==> src/rtl/midi_rx_deserializer_if.sv <==
// MIDI receive bus between the deserializer and the CPU-side USART logic.
//   rd          : 1-clk pulse, pop FIFO head
//   err_clr     : 1-clk pulse, clear framing_err and overrun
//   rx_data     : FIFO head byte, valid while rx_ready=1
//   rx_ready    : FIFO not empty
//   rx_count    : bytes held in FIFO
//   framing_err : sticky, stop bit sampled 0
//   overrun     : sticky, byte arrived while FIFO full
interface midi_rx_deserializer_if #(
    parameter int FIFO_AW = 2
);
    logic               rd;
    logic               err_clr;
    logic [7:0]         rx_data;
    logic               rx_ready;
    logic [FIFO_AW:0]   rx_count;
    logic               framing_err;
    logic               overrun;

    modport slave (
        input  rd, err_clr,
        output rx_data, rx_ready, rx_count, framing_err, overrun
    );

    modport master (
        output rd, err_clr,
        input  rx_data, rx_ready, rx_count, framing_err, overrun
    );
endinterface

==> src/rtl/midi_rx_deserializer.sv <==
// MIDI IN receive path: 8N1 serial at 31250 baud into a small byte FIFO.
// The raw line is synchronised, the start bit is validated at half a bit,
// every bit is taken by a 3-sample majority and good bytes are queued.
//   clk21m    : system clock
//   reset_n   : asynchronous active-low reset
//   pMidiRxD  : raw serial input, idle high, asynchronous to clk21m
//   bus       : CPU-side read/flag interface (slave modport)
//
// state   | meaning
// --------+------------------------------------------------------------
// S_IDLE  | line idle, waiting for a 1->0 edge on the synchronised line
// S_START | counting to mid start bit; a high sample there is a glitch
// S_DATA  | sampling 8 data bits LSB first, one per bit period
// S_STOP  | sampling the stop bit; high pushes the byte, low is framing err
// S_BREAK | line stuck low after a bad stop bit; wait for it to go high
module midi_rx_deserializer #(
    parameter int CLKS_PER_BIT = 687,
    parameter int FIFO_AW      = 2
) (
    input  logic                  clk21m,
    input  logic                  reset_n,
    input  logic                  pMidiRxD,
    midi_rx_deserializer_if.slave bus
);

    localparam int CW    = $clog2(CLKS_PER_BIT);
    localparam int DEPTH = 1 << FIFO_AW;
    localparam logic [CW-1:0]      HALF_C  = CW'(CLKS_PER_BIT / 2);
    localparam logic [CW-1:0]      LAST_C  = CW'(CLKS_PER_BIT - 1);
    localparam logic [FIFO_AW:0]   DEPTH_C = (FIFO_AW+1)'(DEPTH);

    typedef enum logic [2:0] {
        S_IDLE,
        S_START,
        S_DATA,
        S_STOP,
        S_BREAK
    } state_t;

    // Synchroniser plus two history taps for the majority vote. All preset
    // to 1 so the line looks idle right after reset.
    logic rx_meta_q, rxs_q, rxs_h1_q, rxs_h2_q;
    logic sample_maj;

    always_ff @(posedge clk21m or negedge reset_n) begin
        if (!reset_n) begin
            rx_meta_q <= 1'b1;
            rxs_q     <= 1'b1;
            rxs_h1_q  <= 1'b1;
            rxs_h2_q  <= 1'b1;
        end else begin
            rx_meta_q <= pMidiRxD;
            rxs_q     <= rx_meta_q;
            rxs_h1_q  <= rxs_q;
            rxs_h2_q  <= rxs_h1_q;
        end
    end

    assign sample_maj = (rxs_q & rxs_h1_q) | (rxs_q & rxs_h2_q) | (rxs_h1_q & rxs_h2_q);

    state_t        state_q;
    logic [CW-1:0] cnt_q;
    logic [2:0]    bit_idx_q;
    logic [7:0]    shift_q;
    logic          push_q;
    logic [7:0]    push_data_q;
    logic          fe_q;

    always_ff @(posedge clk21m or negedge reset_n) begin
        if (!reset_n) begin
            state_q     <= S_IDLE;
            cnt_q       <= '0;
            bit_idx_q   <= '0;
            shift_q     <= '0;
            push_q      <= 1'b0;
            push_data_q <= '0;
            fe_q        <= 1'b0;
        end else begin
            push_q <= 1'b0;
            // A framing error detected in the same cycle as err_clr wins,
            // because the set below is the later assignment.
            if (bus.err_clr) begin
                fe_q <= 1'b0;
            end
            case (state_q)
                S_IDLE: begin
                    if (!rxs_q && rxs_h1_q) begin
                        state_q <= S_START;
                        cnt_q   <= '0;
                    end
                end
                S_START: begin
                    if (cnt_q == HALF_C) begin
                        cnt_q <= '0;
                        if (sample_maj) begin
                            state_q <= S_IDLE;
                        end else begin
                            state_q   <= S_DATA;
                            bit_idx_q <= '0;
                        end
                    end else begin
                        cnt_q <= cnt_q + CW'(1);
                    end
                end
                S_DATA: begin
                    if (cnt_q == LAST_C) begin
                        cnt_q     <= '0;
                        shift_q   <= {sample_maj, shift_q[7:1]};
                        bit_idx_q <= bit_idx_q + 3'd1;
                        if (bit_idx_q == 3'd7) begin
                            state_q <= S_STOP;
                        end
                    end else begin
                        cnt_q <= cnt_q + CW'(1);
                    end
                end
                S_STOP: begin
                    if (cnt_q == LAST_C) begin
                        cnt_q <= '0;
                        if (sample_maj) begin
                            push_q      <= 1'b1;
                            push_data_q <= shift_q;
                            state_q     <= S_IDLE;
                        end else begin
                            fe_q    <= 1'b1;
                            state_q <= S_BREAK;
                        end
                    end else begin
                        cnt_q <= cnt_q + CW'(1);
                    end
                end
                S_BREAK: begin
                    if (rxs_q) begin
                        state_q <= S_IDLE;
                    end
                end
                default: state_q <= S_IDLE;
            endcase
        end
    end

    // Byte FIFO
    logic [7:0]         mem_q [DEPTH];
    logic [FIFO_AW-1:0] wr_ptr_q, wr_ptr_d;
    logic [FIFO_AW-1:0] rd_ptr_q, rd_ptr_d;
    logic [FIFO_AW:0]   count_q, count_d;
    logic               ov_q, ov_d;
    logic               fifo_full, fifo_empty, do_pop, do_push;

    always_comb begin
        fifo_full  = (count_q == DEPTH_C);
        fifo_empty = (count_q == '0);
        do_pop     = bus.rd && !fifo_empty;
        // When full, a coincident pop frees the slot the push needs.
        do_push    = push_q && (!fifo_full || do_pop);

        wr_ptr_d = do_push ? wr_ptr_q + FIFO_AW'(1) : wr_ptr_q;
        rd_ptr_d = do_pop  ? rd_ptr_q + FIFO_AW'(1) : rd_ptr_q;
        count_d  = count_q;
        if (do_push && !do_pop) begin
            count_d = count_q + (FIFO_AW+1)'(1);
        end else if (!do_push && do_pop) begin
            count_d = count_q - (FIFO_AW+1)'(1);
        end

        ov_d = ov_q;
        if (bus.err_clr) begin
            ov_d = 1'b0;
        end
        if (push_q && !do_push) begin
            ov_d = 1'b1;
        end
    end

    always_ff @(posedge clk21m or negedge reset_n) begin
        if (!reset_n) begin
            for (int i = 0; i < DEPTH; i++) begin
                mem_q[i] <= '0;
            end
            wr_ptr_q <= '0;
            rd_ptr_q <= '0;
            count_q  <= '0;
            ov_q     <= 1'b0;
        end else begin
            if (do_push) begin
                mem_q[wr_ptr_q] <= push_data_q;
            end
            wr_ptr_q <= wr_ptr_d;
            rd_ptr_q <= rd_ptr_d;
            count_q  <= count_d;
            ov_q     <= ov_d;
        end
    end

    assign bus.rx_data     = mem_q[rd_ptr_q];
    assign bus.rx_ready    = !fifo_empty;
    assign bus.rx_count    = count_q;
    assign bus.framing_err = fe_q;
    assign bus.overrun     = ov_q;

endmodule
==> src/flat_wrapper.sv <==
// flat-port wrapper written by rule: the top's interface ports become plain ports
module midi_rx_deserializer_flat 
#(
    parameter int CLKS_PER_BIT = 687,
    parameter int FIFO_AW      = 2
)
  (clk21m, reset_n, pMidiRxD, bus_rd, bus_err_clr, bus_rx_data, bus_rx_ready, bus_rx_count, bus_framing_err, bus_overrun);
  midi_rx_deserializer_if #(.FIFO_AW(FIFO_AW)) bus_i ();
  input  logic clk21m;
  input  logic reset_n;
  input  logic pMidiRxD;
  input wire logic [$bits(bus_i.rd)-1:0] bus_rd;
  input wire logic [$bits(bus_i.err_clr)-1:0] bus_err_clr;
  output wire logic [$bits(bus_i.rx_data)-1:0] bus_rx_data;
  output wire logic [$bits(bus_i.rx_ready)-1:0] bus_rx_ready;
  output wire logic [$bits(bus_i.rx_count)-1:0] bus_rx_count;
  output wire logic [$bits(bus_i.framing_err)-1:0] bus_framing_err;
  output wire logic [$bits(bus_i.overrun)-1:0] bus_overrun;
  assign bus_i.rd = bus_rd;
  assign bus_i.err_clr = bus_err_clr;
  assign bus_rx_data = bus_i.rx_data;
  assign bus_rx_ready = bus_i.rx_ready;
  assign bus_rx_count = bus_i.rx_count;
  assign bus_framing_err = bus_i.framing_err;
  assign bus_overrun = bus_i.overrun;
  midi_rx_deserializer #(.CLKS_PER_BIT(CLKS_PER_BIT), .FIFO_AW(FIFO_AW)) u_core (.clk21m(clk21m), .reset_n(reset_n), .pMidiRxD(pMidiRxD), .bus(bus_i));
endmodule
==> config.mk <==
export PLATFORM = sky130hd
export DESIGN_NAME = midi_rx_deserializer_flat
export DESIGN_NICKNAME = d
export VERILOG_FILES = /design/src/rtl/midi_rx_deserializer_if.sv /design/src/rtl/midi_rx_deserializer.sv /design/src/flat_wrapper.sv
export SDC_FILE = /design/constraint.sdc
export NUM_CORES = 1
export LEC_CHECK = 0
export CAP_MARGIN = 0
export CORE_ASPECT_RATIO = 0.7
export CORE_MARGIN = 10
export CORE_UTILIZATION = 40
export DETAILED_ROUTE_END_ITERATION = 8
export GPL_ROUTABILITY_DRIVEN = 0
export GPL_TIMING_DRIVEN = 0
export PLACE_DENSITY = 0.56
export REMOVE_ABC_BUFFERS = 1
export SLEW_MARGIN = 10
export SYNTH_ARGS = -nofsm -noshare
export SYNTH_HDL_FRONTEND = slang
export SYNTH_SLANG_ARGS = --single-unit
==> constraint.sdc <==
create_clock -name clk21m -period 3.2 [get_ports clk21m]
set_input_delay 0.48 -clock clk21m [delete_from_list [all_inputs] [get_ports clk21m]]
set_output_delay 0.48 -clock clk21m [all_outputs]
set_load 0.05 [all_outputs]
==> reports/results.tsv, run 1 <==
metric	value	unit
synth_top_area_share	0.518	
slowest_stage	dfrtp_1	
ys_warn_count	0	
synth_cells	263	
cts_buffers	9	
fin_cells	413	
synthDistinctLibCells	50	
syn-cell-area	0.00357	mm2
port_buffers	18	
synth_ff_type	dfrtp_1	
fin_skew	0.00400	ns
vias	2077	
hold_class	primary input to async pin	
sw_frac_of_total	0.247	
post-route-period-util	0.897	
max_stage_delay	0.73	ns
placed_cells	397	
clk_pin_slew	0.06	ns
rsz0062_at_grt	no	
grt_pass1_wl	11500	um
vias_per_cell	5.03	
htreeDepth	3	
grt_remaining_overflow	0	
drv_cap	0	
row_count	28	
cts_resized	0	
clock_power_share	0.463	
grt_max_degree	57	
seq_power_share	0.400	
wl	6630	um
first_pass_iters	4	
grt_pass1_vias	2180	
maxSlewViolCount	0	
crit_fanout	10	
yosysTopAreaCell	dfrtp_1	
area_growth	19.5	%
worstPathCellList	mux4_2 > clkdlybuf4s50_1	
clock_latency	0.33	ns
synthTopCellsByArea	dfrtp_1, mux2_2, mux4_2, ha_1, dfstp_2	
start_kind	flip-flop	
cts_tree	done	
wire_per_inst	16.0	um
final_nets	303	
status	finished, final reports clean	
finalCriticalPeriod	2.87	ns
clk_path_buf_depth	2	
crit_buf_inv	1	
path_class	flip-flop to output pin	
power_frac_comb	0.137	
stdcell_area	0.00427	mm2
die_area	0.0132	mm2
relSlewSlack	0.563	
drtIter0Drc	127	
n_antenna_cell	0	
max_slew.worst_pin.slew	0.652	ns
fp.dieW	133	um
core	0.00858	mm2
hold_violations	0	
cts.sinks	78	
total_leakage_power	1.98	nW
drive_gt1_frac	0.297	
io_pins	19	
ys_seq_area_frac	0.548	
synth-edff-count	0	
worst_path_dominant_cell_family	flip-flops	
antenna_found_initial	0	
post_cts_buffers	0	
power_switching	667	uW
peakVddDrop	0.000353	V
synth_common_cells	dfrtp_1, mux2_2, nand2_1, inv_1, o21ai_0	
synth.most_common_cell	dfrtp_1	
postSynth.asyncResetShare	1.00	
ys_ff_latch	78	
critPathArrivalTime	2.39	ns
cell_internal_pwr	2.04	mW
drcViolationCount	0	
place_area	0.00390	mm2
hold_buffers	0	
initial_utilization	0.416	
power_per_cell_area	633	mW/mm2
ant_nets	0	
grt_use_total	0.109	
dp_hpwl	4660	um
setup_violations	0	
clock-root-buffer	clkbuf_16	
timing.fmax	348	MHz
end_kind	output pin	
die_y	99.1	um
postSynthAreaPerCell	13.6	um2
cp.required	2.72	ns
## worst reg2reg max path: stages, from the launching register on
cell and delay [ns]:
dfrtp_1 0.47, nor3b_1 0.42, nand4b_1 0.60, a22oi_1 0.50, nor2_1 0.07, a211oi_1 0.19
## placed cells by master (no fill, tap or decap), types with 9 or more instances in the layout
| master | count |
|---|---|
| o21ai_0 | 10 |
| dfrtp_1 | 74 |
| clkdlybuf4s50_1 | 17 |
| mux2_2 | 49 |
| inv_1 | 11 |
| nand2_1 | 14 |
| ha_1 | 9 |
| clkbuf_16 | 9 |
## path summary, 6_finish.rpt
check	depth (start not counted)	end	slack [ns]	start
setup / recovery	2	bus_rx_data[6]	0.33	u_core.rd_ptr_q[0]$_DFFE_PN0P_
hold / removal	1	u_core.cnt_q[5]$_DFFE_PN0P_	0.05	reset_n
setup reg to reg	5	u_core.bit_idx_q[2]$_DFFE_PN0P_	0.86	u_core.state_q[2]$_DFFE_PN0P_
hold reg to reg	0	u_core.rxs_q$_DFF_PN1_	0.36	u_core.rx_meta_q$_DFF_PN1_
max in group asynchronous	2	u_core.rxs_h1_q$_DFF_PN1_	2.54	reset_n
min in group clk21m	0	u_core.rxs_q$_DFF_PN1_	0.36	u_core.rx_meta_q$_DFF_PN1_
## flip-flops by register name, indices dropped and copies added, names as in the netlist
signal and cells:
u_core.push_q 1, u_core.wr_ptr_q 2, u_core.rx_meta_q 1, u_core.rd_ptr_q 2
u_core.shift_q 8, u_core.mem_q 32, u_core.state_q 3, u_core.cnt_q 10
u_core.rxs_h2_q 1, u_core.rxs_h1_q 1, u_core.bus.rx_count 3, u_core.rxs_q 1
u_core.bus.framing_err 1, u_core.push_data_q 8, u_core.bus.overrun 1, u_core.bit_idx_q 3
## power by group through the flow
stage,combinational [mW],clock (mW),sequential [mW]
5_1_grt,0.418,1.33,1.09
3_5_place_dp,0.376,0,1.10
6_report,0.372,1.25,1.08
4_1_cts,0.378,1.28,1.08
2_1_floorplan,0.278,0,1.08
3_3_place_gp,0.373,0,1.09
## area by class of cell
class / count / area (um2)
Clock inverter: 6 / 133
Fill cell: 749 / 4310
Multi-Input combinational cell: 169 / 1550
Clock buffer: 10 / 239
Sequential cell: 78 / 1960
Timing Repair Buffer: 19 / 205
Inverter: 11 / 41.3
Tap cell: 120 / 150
## layer usage
metal,track usage,wire [um],vias to the layer above
li1,-,-,999
met4,0.0405,95,0
met5,0,0,-
met2,0.150,2780,20
met3,0.0411,259,8
met1,0.152,3490,1050
## per-stage QoR
| step | worst slack [ns] | total power, mW | hold WS, ns | TNS (ns) | util |
|---|---|---|---|---|---|
| floorplan | 0.677 | 1.36 | 0.184 | 0 | - |
| global placement | -1.16 | 1.47 | 0.347 | -86.11 | 0.451 |
| detailed placement | 0.377 | 1.47 | 0.348 | 0 | 0.454 |
| CTS | 0.252 | 2.74 | 0.0481 | 0 | 0.498 |
| global route | 0.157 | 2.83 | 0.0585 | 0 | 0.498 |
| finish | 0.329 | 2.70 | 0.0481 | 0 | 0.498 |
## kinds of logic (layout without fill, tap and decap cells)
logic type / Yosys count / count (layout) / share of synthesized area
flops: 78 / 78 / 0.548
simple gates: 61 / 61 / 0.107
mux: 60 / 60 / 0.214
compound gates: 31 / 31 / 0.0574
buf+inv: 16 / 46 / 0.0196
fa+ha+maj: 11 / 11 / 0.0399
xor+xnor: 6 / 6 / 0.0147
Power figures use the tool's default switching activity.
==> inputs of run 2 (changes only) <==
--- a/config.mk
+++ b/config.mk
@@ -9,6 +9,7 @@
 export CORE_ASPECT_RATIO = 0.7
 export CORE_MARGIN = 10
 export CORE_UTILIZATION = 40
+export CTS_BUF_LIST = sky130_fd_sc_hd__clkbuf_4
 export DETAILED_ROUTE_END_ITERATION = 8
 export GPL_ROUTABILITY_DRIVEN = 0
 export GPL_TIMING_DRIVEN = 0
==> run 2 against run 1 <==
- sequential share of layout area rose by 1.7 points
- flip-flop and latch count did not move
- setup slack improved by 0.080 ns
- clock skew rose by 0.0073 ns
- hold slack improved by 0.32 ns
- global-route usage barely moved
- total power fell by 17%
- critical endpoint unchanged
==> reports/results.tsv, run 2 (synthesized netlist as in run 1, its figures left out) <==
metric	value	unit	change
ant_nets	0		unchanged
timing.fmax	358	MHz	+2.8%
vias	2095		+0.87%
path_class	flip-flop to output pin		
finalCriticalPeriod	2.79	ns	-0.0795 ns
critPathArrivalTime	2.31	ns	-0.08 ns
fp.dieW	133	um	unchanged
antenna_found_initial	0		unchanged
cp-startpoint	u_core.rd_ptr_q[0]$_DFFE_PN0P_		
reg2reg_setup_slack	0.85	ns	about the same
grt_pass1_vias	2155		-1.1%
total_leakage_power	1.91	nW	-3.7%
fin_skew	0.0113	ns	+0.00727 ns
place_area	0.00390	mm2	unchanged
seq_power_share	0.478		+0.078
wl	6580	um	-0.69%
max_slew.worst_pin.slew	0.654	ns	+0.00151 ns
row_count	28		unchanged
fin_setup_tns	0	ns	unchanged
grt_max_degree	57		unchanged
clock_power_share	0.357		-0.106
die_area	0.0132	mm2	unchanged
final_common_cell	dfrtp_1		
r2r_start	u_core.state_q[2]$_DFFE_PN0P_		
core	0.00858	mm2	unchanged
worstPathCellList	mux4_2 > clkdlybuf4s50_1		
clock_latency	0.43	ns	+0.10 ns
wire_per_inst	15.9	um	-1.2%
clk_path_buf_depth	2		unchanged
clock-root-buffer	clkbuf_4		
drtIter0Drc	101		-20%
maxSlewViolCount	0		unchanged
cell_internal_pwr	1.64	mW	-19%
rsz0062_at_grt	no		
hold_class	flip-flop to flip-flop		
area_growth	15.2	%	
regMostFlops	u_core.mem_q		
final_nets	304		+0.33%
post-route-period-util	0.872		-0.0249
power_switching	611	uW	-8.4%
vias_per_cell	5.05		+0.38%
min-delay-start	u_core.rx_meta_q$_DFF_PN1_		
initial_utilization	0.416		unchanged
die_y	99.1	um	unchanged
grt_pass1_wl	11400	um	-0.84%
cts_buffers	9		unchanged
max_stage_delay	0.72	ns	about the same
clk_pin_slew	0.12	ns	+0.06 ns
reg_top3	u_core.mem_q (32), u_core.cnt_q (10)		
peakVddDrop	0.000348	V	-1.6%
power_frac_comb	0.164		+0.027
fillers	773		+3.2%
port_buffers	18		unchanged
status	finished, final reports clean		
cp.required	2.72	ns	about the same
relSlewSlack	0.562		-0.00101
cts_tree	done		
hold_violations	0		unchanged
drive_gt1_frac	0.296		-0.00101
layout.cells.most_common_list	dfrtp_1, mux2_2, clkdlybuf4s50_1, nand2_1, inv_1		
first_pass_iters	4		unchanged
largest_reg_flops	32		unchanged
io_pins	19		unchanged
grt_remaining_overflow	0		unchanged
setup_violations	0		unchanged
crit_fanout	10		unchanged
crit_buf_inv	1		unchanged
totalPowerFinal	2.26	mW	-17%
end_kind	output pin		
post_cts_buffers	0		unchanged
stdcell_area	0.00412	mm2	-3.6%
drcViolationCount	0		unchanged
dp_hpwl	4660	um	unchanged
power_per_cell_area	548	mW/mm2	-13%
slowest_stage	clkdlybuf4s50_1		
cts.sinks	78		unchanged
sw_frac_of_total	0.271		+0.0241
worst_path_dominant_cell_family	buffers and inverters		
drv_cap	0		unchanged
grt_use_total	0.109		about the same
start_kind	flip-flop		
htreeDepth	3		unchanged
==> run 2: cell types whose count changed in the layout (fill, tap and decap cells not counted) <==
cell | before | now
clkbuf_16 | 9 | 0
dfrtp_2 | 0 | 1
diode_2 | 0 | 1
clkbuf_4 | 0 | 9
clkbuf_8 | 1 | 0
dlygate4sd3_1 | 0 | 1
clkinv_1 | 0 | 1
dfrtp_1 | 74 | 73
==> run 2: metrics by stage <==
| stage | std cells | setup slack, ns | hold WS [ns] | util |
|---|---|---|---|---|
| floorplan | 258 | 0.677 | 0.184 | - |
| global placement | 396 | -1.16 | 0.347 | 0.451 |
| detailed placement | 397 | 0.377 | 0.348 | 0.454 |
| CTS | 414 | 0.111 | 0.366 | 0.479 |
| global route | 414 | 0.230 | 0.373 | 0.479 |
| finish | 415 | 0.408 | 0.364 | 0.480 |
==> run 2: power groups by stage <==
stage / clock, mW / sequential (mW) / combinational, mW
floorplan: 0 / 1.08 / 0.278
detailed placement: 0 / 1.10 / 0.376
global placement: 0 / 1.09 / 0.373
CTS: 0.833 / 1.08 / 0.379
finish: 0.806 / 1.08 / 0.371
global route: 0.881 / 1.09 / 0.419
==> run 2: cell type report <==
type / instances / area, um2 / area share
Sequential cell: 78 / 1960 / 0.476
Timing Repair Buffer: 20 / 215 / 0.0523
Clock buffer: 9 / 67.6 / 0.0164
Clock inverter: 7 / 136 / 0.0331
Inverter: 11 / 41.3 / 0.0100
Multi-Input combinational cell: 169 / 1550 / 0.376
Tap cell: 120 / 150 / 0.0365
Antenna cell: 1 / 2.50 / 0.000608
==> run 2: what timing repair did <==
item,CTS,global route
resized for setup,0,1
endpoints found under the hold margin,22,0
hold buffers,1,0
setup endpoints to repair,0,1
==> run 2: routing by layer <==
layer	up-vias	share of wire	global-route usage
met1	1058	0.52	0.148
met4	0	0.0087	0.0253
li1	1007	-	-
met3	6	0.041	0.0532
met5	-	0	0
met2	24	0.43	0.152
==> run 2: final timing paths <==
kind,endpoint,cells past startpoint
worst max-delay path,bus_rx_data[6],2
worst min-delay path,u_core.rxs_q$_DFF_PN1_,0
worst max register to register,u_core.bit_idx_q[2]$_DFFE_PN0P_,5
worst min register to register,u_core.rxs_q$_DFF_PN1_,0
max in group asynchronous,u_core.rxs_h1_q$_DFF_PN1_,3
min in group asynchronous,u_core.bus.overrun$_DFFE_PN0P_,2
==> inputs of run 3 (changes only) <==
--- a/config.mk
+++ b/config.mk
@@ -7,7 +7,6 @@
 export LEC_CHECK = 0
 export CAP_MARGIN = 0
 export CORE_ASPECT_RATIO = 0.7
-export CORE_MARGIN = 10
 export CORE_UTILIZATION = 40
 export CTS_BUF_LIST = sky130_fd_sc_hd__clkbuf_4
 export DETAILED_ROUTE_END_ITERATION = 8
==> run 3 against run 2 <==
- clock-buffer cell count grew 1
- non-clock buffer count is the same
- total power shrank 10%
==> reports/results.tsv, run 3 (synthesized netlist as in run 1, its figures left out) <==
metric	value	unit	change
status	finished, final reports clean		
drcViolationCount	0		unchanged
ant_nets	0		unchanged
grt_remaining_overflow	0		unchanged
max_stage_delay	0.76	ns	+0.04 ns
cts_buffers	9		unchanged
final_common_cell	dfrtp_1		
clk_path_buf_depth	2		unchanged
cts_resized	0		unchanged
drv_cap	0		unchanged
holdWs	0.361	ns	-0.00217 ns
hold_end	u_core.rxs_q$_DFF_PN1_		
die_area	0.00932	mm2	-29%
clock_latency	0.42	ns	about the same
antenna_found_initial	0		unchanged
cp-startpoint	u_core.rd_ptr_q[0]$_DFFE_PN0P_		
power_per_cell_area	501	mW/mm2	-8.5%
top_layer_used	met4		
grt_use_total	0.158		+0.0488
worst_slack	0.228	ns	-0.181 ns
rsz0062_at_grt	no		
crit_fanout	10		unchanged
reg2reg_setup_slack	0.91	ns	+0.06 ns
clock_power_share	0.280		-0.077
cts.sinks	78		unchanged
hold_violations	0		unchanged
critPathArrivalTime	2.49	ns	+0.18 ns
initial_utilization	0.418		+0.00171
dp_slack	0.368	ns	-0.00818 ns
die_y	81.1	um	-18%
area_growth	13.0	%	
cts_tree	done		
largest_reg_flops	32		unchanged
power_switching	612	uW	+0.15%
dp_hpwl	4450	um	-4.4%
max_slew.worst_pin.slew	0.628	ns	-0.0254 ns
vias	2136		+2.0%
ff2ff_path_depth	5		unchanged
seq_power_share	0.532		+0.054
wl	6350	um	-3.5%
slowest_stage	dfrtp_1		
layout.cells.most_common_list	dfrtp_1, mux2_2, clkdlybuf4s50_1, nand2_1, inv_1		
vias_per_cell	5.17		+2.5%
finalCriticalPeriod	2.97	ns	+0.181 ns
first_pass_iters	4		unchanged
reg_top3	u_core.mem_q (32), u_core.cnt_q (10)		
setup_violations	0		unchanged
power_frac_comb	0.188		+0.024
wire_per_inst	15.4	um	-3.0%
n_antenna_cell	0		-1
io_pins	19		unchanged
rr_endpoint	u_core.bit_idx_q[2]$_DFFE_PN0P_		
sw_frac_of_total	0.302		+0.0314
grt_max_degree	54		-5.3%
row_count	28		unchanged
whs_path_depth	0		unchanged
peakVddDrop	0.000243	V	-30%
timing.fmax	336	MHz	-6.1%
drtIter0Drc	74		-27%
min-delay-start	u_core.rx_meta_q$_DFF_PN1_		
total_leakage_power	1.88	nW	-1.7%
met1Wirelength	3350	um	-2.3%
fin_cells	413		-0.48%
final_nets	304		unchanged
core	0.00855	mm2	-0.41%
relSlewSlack	0.581		+0.0192
stdcell_area	0.00404	mm2	-2.0%
met3_wirelength	261	um	-3.7%
grt_pass1_wl	10800	um	-4.8%
port_buffers	18		unchanged
end_kind	output pin		
r2r_start	u_core.state_q[2]$_DFFE_PN0P_		
fp.dieW	115	um	-14%
start_kind	flip-flop		
fillers	807		+4.4%
cell_internal_pwr	1.41	mW	-14%
worstPathCellList	mux4_2 > clkdlybuf4s50_1		
drive_gt1_frac	0.290		-0.00582
post_cts_buffers	0		unchanged
clock-root-buffer	clkbuf_4		
placed_cells	397		unchanged
fin_setup_tns	0	ns	unchanged
path_class	flip-flop to output pin		
wl_met2	2670	um	-5.2%
post-route-period-util	0.929		+0.0565
hold_class	flip-flop to flip-flop		
regMostFlops	u_core.mem_q		
grt_pass1_vias	2017		-6.4%
cp.required	2.72	ns	about the same
maxSlewViolCount	0		unchanged
clk_pin_slew	0.11	ns	about the same
fin_skew	0.0110	ns	-0.000305 ns
htreeDepth	3		unchanged
place_area	0.00390	mm2	unchanged
[run 3: cell count changes in the layout (fill, tap and decap cells not counted)]
cell / before / now
clkinv_2: 1 / 2
dfrtp_2: 1 / 0
diode_2: 1 / 0
bufinv_16: 4 / 1
dfrtp_1: 73 / 74
clkbuf_4: 9 / 10
[run 3: repair_timing]
action / in CTS / in global routing
endpoints found under the setup margin: 0 / 0
endpoints found under the hold margin: 25 / 0
hold buffers: 1 / 0
[run 3: through the flow]
step / util / power (mW)
final: 0.472 / 2.02
after CTS: 0.472 / 2.06
after global routing: 0.472 / 2.16
after detailed placement: 0.456 / 1.48
after global placement: 0.453 / 1.46
after floorplan: - / 1.36
[run 3: cell type report]
class                      count  area (um2)  share of cell area
multi-input combinational    169        1550               0.383
sequential                    78        1960               0.485
tap                          120         150              0.0372
clock inverter                 5        51.3              0.0127
clock buffer                  10        75.1              0.0186
inverter                      11        41.3              0.0102
timing repair buffer          20         215              0.0533
[run 3: power by group through the flow]
stage | sequential (mW) | clock, mW | combinational, mW
2_1_floorplan | 1.08 | 0 | 0.278
3_3_place_gp | 1.10 | 0 | 0.369
3_5_place_dp | 1.10 | 0 | 0.382
4_1_cts | 1.08 | 0.597 | 0.384
5_1_grt | 1.09 | 0.644 | 0.426
6_report | 1.08 | 0.566 | 0.381
[run 3: how the worst max path moves through the flow]
| stage | to | slack, ns |
|---|---|---|
| 3_5_place_dp | u_core.bus.rx_count[1]$_DFFE_PN0P_ | 0.37 |
| 4_1_cts | bus_rx_data[5] | 0.14 |
| 6_report | bus_rx_data[6] | 0.23 |
| 3_3_place_gp | u_core.mem_q[4]$_DFFE_PN0P_ | -1.22 |
| 2_1_floorplan | u_core.bus.rx_count[2]$_DFFE_PN0P_ | 0.68 |
| 5_1_grt | bus_rx_data[5] | 0.05 |
[run 3: per-layer routing]
metal / GRT usage / up-vias
met4: 0.0506 / 0
met1: 0.234 / 1077
met2: 0.215 / 42
met3: 0.0522 / 8
met5: 0 / -
li1: - / 1009
[run 3: worst max-delay path: cells and delay by family, from the launching register on]
family / cells / cell delay [ns]
buffers and inverters: 1 / 0.72
muxes: 1 / 0.60
DFF: 1 / 0.76
